$ cat config.mk
export PLATFORM = sky130hd
export DESIGN_NAME = mtm_alu_deserializer_out_flat
export DESIGN_NICKNAME = d
export VERILOG_FILES = /design/src/rtl/mtm_alu_deserializer_out_if.sv /design/src/rtl/mtm_alu_deserializer_out.sv /design/src/flat_wrapper.sv
export SDC_FILE = /design/constraint.sdc
export NUM_CORES = 1
export LEC_CHECK = 0
export BUFFER_PORTS_ARGS = -buffer_cell sky130_fd_sc_hd__buf_2
export CAP_MARGIN = 20
export CORE_ASPECT_RATIO = 1.2
export CORE_MARGIN = 5
export CORE_UTILIZATION = 35
export CTS_CLUSTER_DIAMETER = 40
export DETAILED_ROUTE_END_ITERATION = 8
export PLACE_DENSITY = 0.51
export SLEW_MARGIN = 20
export SYNTH_ARGS = -nofsm -noshare
export SYNTH_HDL_FRONTEND = slang
export SYNTH_SLANG_ARGS = --single-unit
$ cat constraint.sdc
create_clock -name clk -period 1.9 [get_ports clk]
set_clock_uncertainty 0.1 [all_clocks]
set_input_delay 0 -clock clk [delete_from_list [all_inputs] [get_ports clk]]
set_output_delay 0 -clock clk [all_outputs]
set_load 0.01 [all_outputs]
$ cat src/rtl/mtm_alu_deserializer_out_if.sv
// Serial result link: `sin` comes from the ALU output serializer, and the decoded packet
// fields go to the downstream consumer.
interface mtm_alu_deserializer_out_if;
   logic        sin;
   logic        out_valid;
   logic [31:0] out_data;
   logic [3:0]  out_flags;
   logic [5:0]  out_err_flags;
   logic [1:0]  out_status;

   modport master (
      output sin,
      input  out_valid, out_data, out_flags, out_err_flags, out_status
   );

   modport slave (
      input  sin,
      output out_valid, out_data, out_flags, out_err_flags, out_status
   );
endinterface

$ cat src/rtl/mtm_alu_deserializer_out.sv
// Deserializer for the ALU result stream. It rebuilds 11-bit frames, groups them into
// data or error packets, checks CRC and parity, and reports one registered strobe per packet.
module mtm_alu_deserializer_out #(
   parameter int MAX_GAP = 15
) (
   input  logic                      clk,
   input  logic                      rst,
   mtm_alu_deserializer_out_if.slave bus
);
   localparam int            GW        = (MAX_GAP < 1) ? 1 : $clog2(MAX_GAP + 1);
   localparam logic [GW-1:0] GAP_LIMIT = GW'(MAX_GAP);
   localparam logic [1:0]    ST_DATA_OK  = 2'b00;
   localparam logic [1:0]    ST_ERR_OK   = 2'b01;
   localparam logic [1:0]    ST_CHK_FAIL = 2'b10;
   localparam logic [1:0]    ST_PROTO    = 2'b11;

   typedef enum logic [2:0] {
      S_SYNC = 3'd0,
      S_IDLE = 3'd1,
      S_TYPE = 3'd2,
      S_DATA = 3'd3,
      S_STOP = 3'd4
   } state_t;

   function automatic logic [2:0] crc3_step(input logic [2:0] crc, input logic d);
      logic fb;
      fb = crc[2] ^ d;
      return {crc[1], crc[0] ^ fb, fb};
   endfunction

   function automatic logic ctl_parity(input logic [7:0] b);
      return 1'b1 ^ (^b[7:1]);
   endfunction

   state_t         state_q, state_d;
   logic [2:0]     bit_cnt_q, bit_cnt_d;
   logic           type_q, type_d;
   logic [7:0]     shift_q, shift_d;
   logic [2:0]     idx_q, idx_d;
   logic [GW-1:0]  gap_q, gap_d;
   logic [2:0]     crc_q, crc_d;
   logic [31:0]    data_q, data_d;
   logic           valid_q, valid_d;
   logic [31:0]    odata_q, odata_d;
   logic [3:0]     oflags_q, oflags_d;
   logic [5:0]     oerr_q, oerr_d;
   logic [1:0]     ostat_q, ostat_d;
   logic           crc_en;

   // The CRC covers the four payload bytes and then the top five bits of the closing CTL byte.
   assign crc_en = (!type_q && (idx_q < 3'd4)) ||
                   (type_q && (idx_q == 3'd4) && (bit_cnt_q < 3'd5));

   always_comb begin
      state_d   = state_q;
      bit_cnt_d = bit_cnt_q;
      type_d    = type_q;
      shift_d   = shift_q;
      idx_d     = idx_q;
      gap_d     = gap_q;
      crc_d     = crc_q;
      data_d    = data_q;
      valid_d   = 1'b0;
      odata_d   = odata_q;
      oflags_d  = oflags_q;
      oerr_d    = oerr_q;
      ostat_d   = ostat_q;
      case (state_q)
         S_SYNC: begin
            if (bus.sin) state_d = S_IDLE;
            else         state_d = S_SYNC;
         end
         S_IDLE: begin
            if (!bus.sin) begin
               state_d   = S_TYPE;
               gap_d     = {GW{1'b0}};
               bit_cnt_d = 3'd0;
               if (idx_q == 3'd0) crc_d = 3'd0;
               else               crc_d = crc_q;
            end else if (idx_q != 3'd0) begin
               if (gap_q == GAP_LIMIT) begin
                  valid_d = 1'b1;
                  ostat_d = ST_PROTO;
                  idx_d   = 3'd0;
                  gap_d   = {GW{1'b0}};
               end else begin
                  gap_d = gap_q + GW'(1);
               end
            end else begin
               gap_d = {GW{1'b0}};
            end
         end
         S_TYPE: begin
            type_d  = bus.sin;
            state_d = S_DATA;
         end
         S_DATA: begin
            shift_d   = {shift_q[6:0], bus.sin};
            bit_cnt_d = bit_cnt_q + 3'd1;
            if (crc_en) crc_d = crc3_step(crc_q, bus.sin);
            else        crc_d = crc_q;
            if (bit_cnt_q == 3'd7) state_d = S_STOP;
            else                   state_d = S_DATA;
         end
         S_STOP: begin
            if (!bus.sin) begin
               valid_d = 1'b1;
               ostat_d = ST_PROTO;
               idx_d   = 3'd0;
               gap_d   = {GW{1'b0}};
               state_d = S_SYNC;
            end else begin
               state_d = S_IDLE;
               if (idx_q == 3'd0) begin
                  if (type_q) begin
                     valid_d = 1'b1;
                     if (shift_q[7]) begin
                        oerr_d  = shift_q[6:1];
                        ostat_d = (ctl_parity(shift_q) == shift_q[0]) ? ST_ERR_OK : ST_CHK_FAIL;
                     end else begin
                        ostat_d = ST_PROTO;
                     end
                  end else begin
                     data_d = {data_q[23:0], shift_q};
                     idx_d  = 3'd1;
                  end
               end else if (idx_q < 3'd4) begin
                  if (type_q) begin
                     valid_d = 1'b1;
                     ostat_d = ST_PROTO;
                     idx_d   = 3'd0;
                  end else begin
                     data_d = {data_q[23:0], shift_q};
                     idx_d  = idx_q + 3'd1;
                  end
               end else begin
                  valid_d = 1'b1;
                  idx_d   = 3'd0;
                  // Payload and flags are shown even when the CRC check fails.
                  if (type_q && !shift_q[7]) begin
                     odata_d  = data_q;
                     oflags_d = shift_q[6:3];
                     ostat_d  = (crc_q == shift_q[2:0]) ? ST_DATA_OK : ST_CHK_FAIL;
                  end else begin
                     ostat_d = ST_PROTO;
                  end
               end
            end
         end
         default: begin
            state_d = S_SYNC;
         end
      endcase
   end

   always_ff @(posedge clk) begin
      if (rst) begin
         state_q   <= S_SYNC;
         bit_cnt_q <= 3'd0;
         type_q    <= 1'b0;
         shift_q   <= 8'd0;
         idx_q     <= 3'd0;
         gap_q     <= {GW{1'b0}};
         crc_q     <= 3'd0;
         data_q    <= 32'd0;
         valid_q   <= 1'b0;
         odata_q   <= 32'd0;
         oflags_q  <= 4'd0;
         oerr_q    <= 6'd0;
         ostat_q   <= 2'b00;
      end else begin
         state_q   <= state_d;
         bit_cnt_q <= bit_cnt_d;
         type_q    <= type_d;
         shift_q   <= shift_d;
         idx_q     <= idx_d;
         gap_q     <= gap_d;
         crc_q     <= crc_d;
         data_q    <= data_d;
         valid_q   <= valid_d;
         odata_q   <= odata_d;
         oflags_q  <= oflags_d;
         oerr_q    <= oerr_d;
         ostat_q   <= ostat_d;
      end
   end

   assign bus.out_valid     = valid_q;
   assign bus.out_data      = odata_q;
   assign bus.out_flags     = oflags_q;
   assign bus.out_err_flags = oerr_q;
   assign bus.out_status    = ostat_q;
endmodule

$ cat src/flat_wrapper.sv
// flat-port wrapper written by rule: the top's interface ports become plain ports
module mtm_alu_deserializer_out_flat 
#(
   parameter int MAX_GAP = 15
)
  (clk, rst, bus_sin, bus_out_valid, bus_out_data, bus_out_flags, bus_out_err_flags, bus_out_status);
  mtm_alu_deserializer_out_if bus_i ();
  input  logic clk;
  input  logic rst;
  input wire logic [$bits(bus_i.sin)-1:0] bus_sin;
  output wire logic [$bits(bus_i.out_valid)-1:0] bus_out_valid;
  output wire logic [$bits(bus_i.out_data)-1:0] bus_out_data;
  output wire logic [$bits(bus_i.out_flags)-1:0] bus_out_flags;
  output wire logic [$bits(bus_i.out_err_flags)-1:0] bus_out_err_flags;
  output wire logic [$bits(bus_i.out_status)-1:0] bus_out_status;
  assign bus_i.sin = bus_sin;
  assign bus_out_valid = bus_i.out_valid;
  assign bus_out_data = bus_i.out_data;
  assign bus_out_flags = bus_i.out_flags;
  assign bus_out_err_flags = bus_i.out_err_flags;
  assign bus_out_status = bus_i.out_status;
  mtm_alu_deserializer_out #(.MAX_GAP(MAX_GAP)) u_core (.clk(clk), .rst(rst), .bus(bus_i));
endmodule
==> results of run 1 <==
-- registers in the layout (all words and copies together), names as in the netlist, 2 cells and up --
register / flops
u_core.bus.out_data: 32
u_core.bus.out_err_flags: 6
u_core.data_q: 32
u_core.crc_q: 3
u_core.bit_cnt_q: 3
u_core.idx_q: 3
u_core.shift_q: 8
u_core.gap_q: 4
u_core.bus.out_flags: 4
u_core.state_q: 3
u_core.bus.out_status: 2
-- final timing paths --
path	startpoint	to	slack [ns]	depth (start not counted)
max	u_core.state_q[1]$_SDFFE_PP0P_	u_core.idx_q[0]$_SDFFE_PP0P_	0.11	5
min	u_core.bus.out_data[21]$_SDFFE_PP0P_	u_core.bus.out_data[21]$_SDFFE_PP0P_	0.35	2
max reg2reg	u_core.state_q[1]$_SDFFE_PP0P_	u_core.idx_q[0]$_SDFFE_PP0P_	0.11	5
min reg2reg	u_core.bus.out_data[21]$_SDFFE_PP0P_	u_core.bus.out_data[21]$_SDFFE_PP0P_	0.35	2
-- metrics by stage --
step	worst slack, ns	total power [mW]
floorplan	0.176	2.27
global placement	0.0574	2.31
detailed placement	-0.0107	2.32
CTS	0.0421	4.31
global route	0.00590	4.42
finish	0.112	4.26
-- cell usage in the layout (no fill, tap or decap), types with 3 or more instances in the layout --
cell type / instances
a41oi_1: 3
ha_1: 4
inv_1: 5
nor3b_1: 4
dfxtp_1: 101
buf_12: 4
nand2_1: 163
nor2_1: 13
xnor2_1: 3
nand3_1: 4
clkbuf_16: 9
nand2b_1: 4
a21oi_1: 85
nor3_1: 5
a22oi_1: 4
xor2_1: 4
nand4_1: 4
mux2i_1: 8
o21ai_0: 10
buf_4: 27
nor4_1: 3
buf_2: 47
-- cell families (layout without fill, tap and decap cells) --
kind of cell               Yosys count  after routing  share of synthesized area
and+or+nand+nor                    215            215                      0.226
AOI/OAI and AO/OA                  114            114                      0.156
adders and majority gates            5              5                     0.0152
muxes                                8              8                     0.0194
buffers and inverters               41            101                     0.0622
xor gates and xnor gates             9              9                     0.0258
DFF                                102            102                      0.495
-- cell type report --
| type | count | area [um^2] |
|---|---|---|
| tap | 157 | 196 |
| sequential | 102 | 2040 |
| inverter | 5 | 18.8 |
| multi-input combinational | 351 | 1860 |
| timing repair buffer | 80 | 538 |
| clock buffer | 10 | 229 |
| clock inverter | 6 | 93.8 |
| fill | 1202 | 6580 |
-- routing by layer --
layer,vias up,GRT usage,part of all wire
li1,1772,-,-
met1,1625,0.167,0.42
met2,63,0.250,0.51
met3,23,0.0216,0.037
met4,0,0.0758,0.034
met5,-,0,0
-- critical path: cells and delay by family (launching register included) --
kind,cells,cell delay (ns)
buffers and inverters,1,0.24
and+or+nand+nor,1,0.30
muxes,1,0.21
AOI/OAI and AO/OA,2,0.53
DFF,1,0.34
-- power by group --
| group | total [mW] | internal [mW] | leakage (nW) | switching (mW) |
|---|---|---|---|---|
| registers | 2.15 | 2.14 | 0.822 | 0.00549 |
| clock network | 1.99 | 1.17 | 0.154 | 0.821 |
| logic | 0.129 | 0.0487 | 0.973 | 0.0806 |
| total | 4.26 | 3.36 | 1.95 | 0.907 |
-- what timing repair did --
item | CTS | global route
setup endpoints to repair | 4 | 9
endpoints found under the hold margin | 5 | 0
gates resized for setup | 1 | 6
hold buffers | 2 | 0
==> results.tsv, run 1 <==
metric	value	unit
synthesis.yosys.warnings	0	
drt-pass1-iter-count	4	
postLayoutCoreUtil	0.431	
max_stage_delay	0.34	ns
postSynthNetCount	502	
slew_viol_final	0	
max_slew.worst_pin.slew	0.475	ns
mappedNetlistArea	4120	um^2
ioPinCount	48	
dpl-instance-area	4600	um^2
finalWeightedCongestion	0.798	
power_leakage	1.95	nW
final_cell_count_no_fill	711	
start_kind	flop	
totalNegativeSetupSlack	0	ns
cts_htree_levels	3	
die_width	109	um
final_hold_viol_count	0	
route.detailed.drc	0	
final_min_period_over_clock_period	0.941	
synthTopCellsByArea	dfxtp_1 50%, nand2_1 15%, a21oi_1 10%, buf_6 3.0%, mux2i_1 1.9%	
period_minus_slack	1.79	ns
ctsRootBufferMaster	clkbuf_16	
cts.reportedPaths.clkPinSlew	0.07	ns
grt_pass1_wl	16000	um
nNetsFinal	557	
num_rows	43	
clock_network_latency_to_the_later_pin_of_the_worst_skew_pair	0.34	ns
area_growth_syn_to_layout	20.8	%
detailroute.via_count	3483	
ys_top_cells_by_count	163 x nand2_1, 102 x dfxtp_1, 85 x a21oi_1	
maximum_number_of_pins_on_one_net_before_global_route_repair	47	
avgRoutedWirePerCell	13.7	um
share_of_the_synthesized_area_in_the_top_cell_type	0.495	
antenna-diode-count	0	
synthesis.instances	494	
port-buffer-count	47	
tritoncts	built	
synth_top_cell_by_area	dfxtp_1	
min_path_type	reg -> reg	
coreArea	11600	um^2
fmax	559	MHz
ir_drop	0.380	mV
outcome	finished clean	
final-setup-viol-count	0	
worst_ep_arrival_time	1.96	ns
antenna_violations_before_repair	0	
fp.dieH	129	um
max_slew_margin	0.683	
synth_most_common_cell	nand2_1	
yosys_register_bits	102	
power_density	856	nW/um^2
ant_nets	0	
number_of_buffers_created_by_cts	9	
clock_path_buffers	2	
die_area	14100	um^2
gr-usage-all-layers	0.143	
synth-edff-count	0	
drt-initial-drc-count	101	
grt_setup_unrepaired	no	
synth_seq_area_share	0.495	
synthArstFlopShare	0	
wirelength	9750	um
tritoncts_num_sinks	102	
dp.cells	693	
gr-total-overflow	0	
yosys_most_used_dff	dfxtp_1	
critPathSlowestCell	dfxtp_1	
finalInstanceArea	4980	um^2
timing_worst_setup_path_type	reg -> reg	
worst_ep_required_time	2.07	ns
starting_density_of_the_core	0.357	
path_max_fanout	18	
route.detailed.vias_per_inst	4.90	
first_global_vias	3338	
fin_hold_ws	0.351	ns
max-cap-violations	0	
drive_above_1_share	0.186	
end_kind	flop	
syn_area_per_cell	8.35	um^2
detailedPlacementHpwl	6790	um
post_cts.repair.setup_buffers	0	
synth_cell_types	42	
cp_cell_sequence	buf_4, and4bb_2, a31o_2, a221oi_4, mux2i_1	
No activity file was read; power rests on OpenSTA's default activity.
==> inputs of run 2 (changes only) <==
--- a/config.mk
+++ b/config.mk
@@ -8,10 +8,11 @@
 export BUFFER_PORTS_ARGS = -buffer_cell sky130_fd_sc_hd__buf_2
 export CAP_MARGIN = 20
 export CORE_ASPECT_RATIO = 1.2
-export CORE_MARGIN = 5
+export CORE_MARGIN = 2
 export CORE_UTILIZATION = 35
 export CTS_CLUSTER_DIAMETER = 40
 export DETAILED_ROUTE_END_ITERATION = 8
+export MAX_ROUTING_LAYER = met4
 export PLACE_DENSITY = 0.51
 export SLEW_MARGIN = 20
 export SYNTH_ARGS = -nofsm -noshare
==> results.tsv, run 2 (synthesis gave the netlist of run 1 again) <==
metric	value	unit	change
layout_common_cells	163 x nand2_1, 101 x dfxtp_1, 85 x a21oi_1, 47 x buf_2, 24 x buf_4		
final_min_period_over_clock_period	0.940		-0.00179
layout_setup_ws	0.115	ns	+0.00340 ns
cp_cell_sequence	nand2_1, or3_1, buf_12, nand2_1, a21oi_1		
final_cell_count_no_fill	707		-0.56%
num_rows	43		unchanged
antenna_violations_before_repair	0		unchanged
crit_path_frequent_cell	nand2_1		
largest_delay_share_family_worst_path	simple AND/OR/NAND/NOR gates		
die_width	103	um	-5.5%
power_density	831	nW/um^2	-2.8%
post_cts.repair.setup_buffers	0		unchanged
start_kind	flop		
worst_ep_arrival_time	1.87	ns	-0.09 ns
drive_above_1_share	0.182		-0.00410
gr-total-overflow	0		unchanged
grt_pass1_wl	15500	um	-3.0%
starting_density_of_the_core	0.358		+0.00167
final_hold_viol_count	0		unchanged
ant_nets	0		unchanged
detailedPlacementHpwl	6450	um	-5.1%
wirelength	9470	um	-2.9%
number_of_buffers_created_by_cts	9		unchanged
die_area	12700	um^2	-9.9%
drt-initial-drc-count	159		+57%
period_minus_slack	1.79	ns	-0.00340 ns
min_path_type	in -> reg		
fmax	560	MHz	+0.19%
grt_setup_unrepaired	yes		
max_slew.worst_pin.slew	0.779	ns	+0.304 ns
max_slew_margin	0.481		-0.202
clock_network_latency_to_the_later_pin_of_the_worst_skew_pair	0.34	ns	about the same
port-buffer-count	47		unchanged
area_growth_syn_to_layout	18.9	%	
outcome	finished clean		
path_max_fanout	36		+18
drt-pass1-iter-count	4		unchanged
ir_drop	0.387	mV	+1.8%
maximum_number_of_pins_on_one_net_before_global_route_repair	38		-19%
coreArea	11500	um^2	-0.47%
clock_path_buffers	2		unchanged
fin_total_pwr	4.08	mW	-4.4%
final-setup-viol-count	0		unchanged
crit_buf_inv	1		unchanged
timing_worst_setup_path_type	reg -> reg		
critPathSlowestCell	dfxtp_1		
max-cap-violations	0		unchanged
tritoncts_num_sinks	102		unchanged
tritoncts	built		
slew_viol_final	0		unchanged
first_global_vias	3343		+0.15%
gr-usage-all-layers	0.160		+0.0166
cts_htree_levels	3		unchanged
detailedPlace.worstSlack	-0.0514	ns	-0.0407 ns
max_stage_delay	0.59	ns	+0.25 ns
power_leakage	1.91	nW	-2.0%
antenna-diode-count	0		unchanged
final_common_cell	nand2_1		
ioPinCount	48		unchanged
route.detailed.drc	0		unchanged
route.detailed.vias_per_inst	4.91		+0.28%
end_kind	flop		
avgRoutedWirePerCell	13.4	um	-2.3%
dp.cells	690		-0.43%
worst_ep_required_time	1.99	ns	-0.08 ns
ctsRootBufferMaster	clkbuf_16		
fp.dieH	123	um	-4.7%
nNetsFinal	553		-0.72%
finalWeightedCongestion	0.781		-2.1%
cts.reportedPaths.clkPinSlew	0.07	ns	about the same
detailroute.via_count	3473		-0.29%
[run 2: area by class of cell]
type,instances,area [um^2]
Timing Repair Buffer,76,497
Fill cell,1207,6610
Sequential cell,102,2040
Clock inverter,5,58.8
Multi-Input combinational cell,351,1860
Clock buffer,11,233
Inverter,5,18.8
Tap cell,157,196
[run 2: power by group]
group / total [mW] / switching, mW / internal, mW
registers: 2.15 / 0.00574 / 2.14
clock network: 1.81 / 0.787 / 1.02
logic: 0.117 / 0.0774 / 0.0400
[run 2: stage by stage]
| stage | TNS [ns] | util | hold WS [ns] | area [um^2] |
|---|---|---|---|---|
| final | 0 | 0.426 | 0.121 | 4900 |
| after global routing | -0.00370 | 0.426 | 0.162 | 4900 |
| after CTS | 0 | 0.423 | 0.121 | 4870 |
| after detailed placement | -0.0535 | 0.397 | 0.273 | 4570 |
| after global placement | 0 | 0.397 | 0.271 | 4570 |
| after floorplan | 0 | - | 0.204 | 4120 |
[run 2: final timing paths]
kind         slack, ns  depth (start not counted)                            startpoint                                   end
max               0.11                          5          u_core.idx_q[2]$_SDFFE_PP0P_  u_core.bus.out_flags[2]$_SDFFE_PP0P_
min               0.12                          2                                   rst          u_core.gap_q[1]$_SDFFE_PP0P_
max reg2reg       0.11                          5          u_core.idx_q[2]$_SDFFE_PP0P_  u_core.bus.out_flags[2]$_SDFFE_PP0P_
min reg2reg       0.35                          2  u_core.bus.out_data[31]$_SDFFE_PP0P_  u_core.bus.out_data[31]$_SDFFE_PP0P_
[run 2: timing repair]
action / 4_1_cts / 5_1_grt
hold endpoints to repair: 3 / 0
setup endpoints to repair: 2 / 41
hold buffers: 1 / 0
gates resized for setup: 1 / 9
[run 2: per-layer routing]
| metal | GRT usage | vias to the layer above | part of all wire | wire, um |
|---|---|---|---|---|
| met2 | 0.278 | 53 | 0.52 | 4970 |
| li1 | - | 1760 | - | - |
| met5 | - | - | 0 | 0 |
| met3 | 0.0339 | 8 | 0.033 | 316 |
| met1 | 0.179 | 1652 | 0.43 | 4040 |
| met4 | 0.0592 | 0 | 0.015 | 146 |
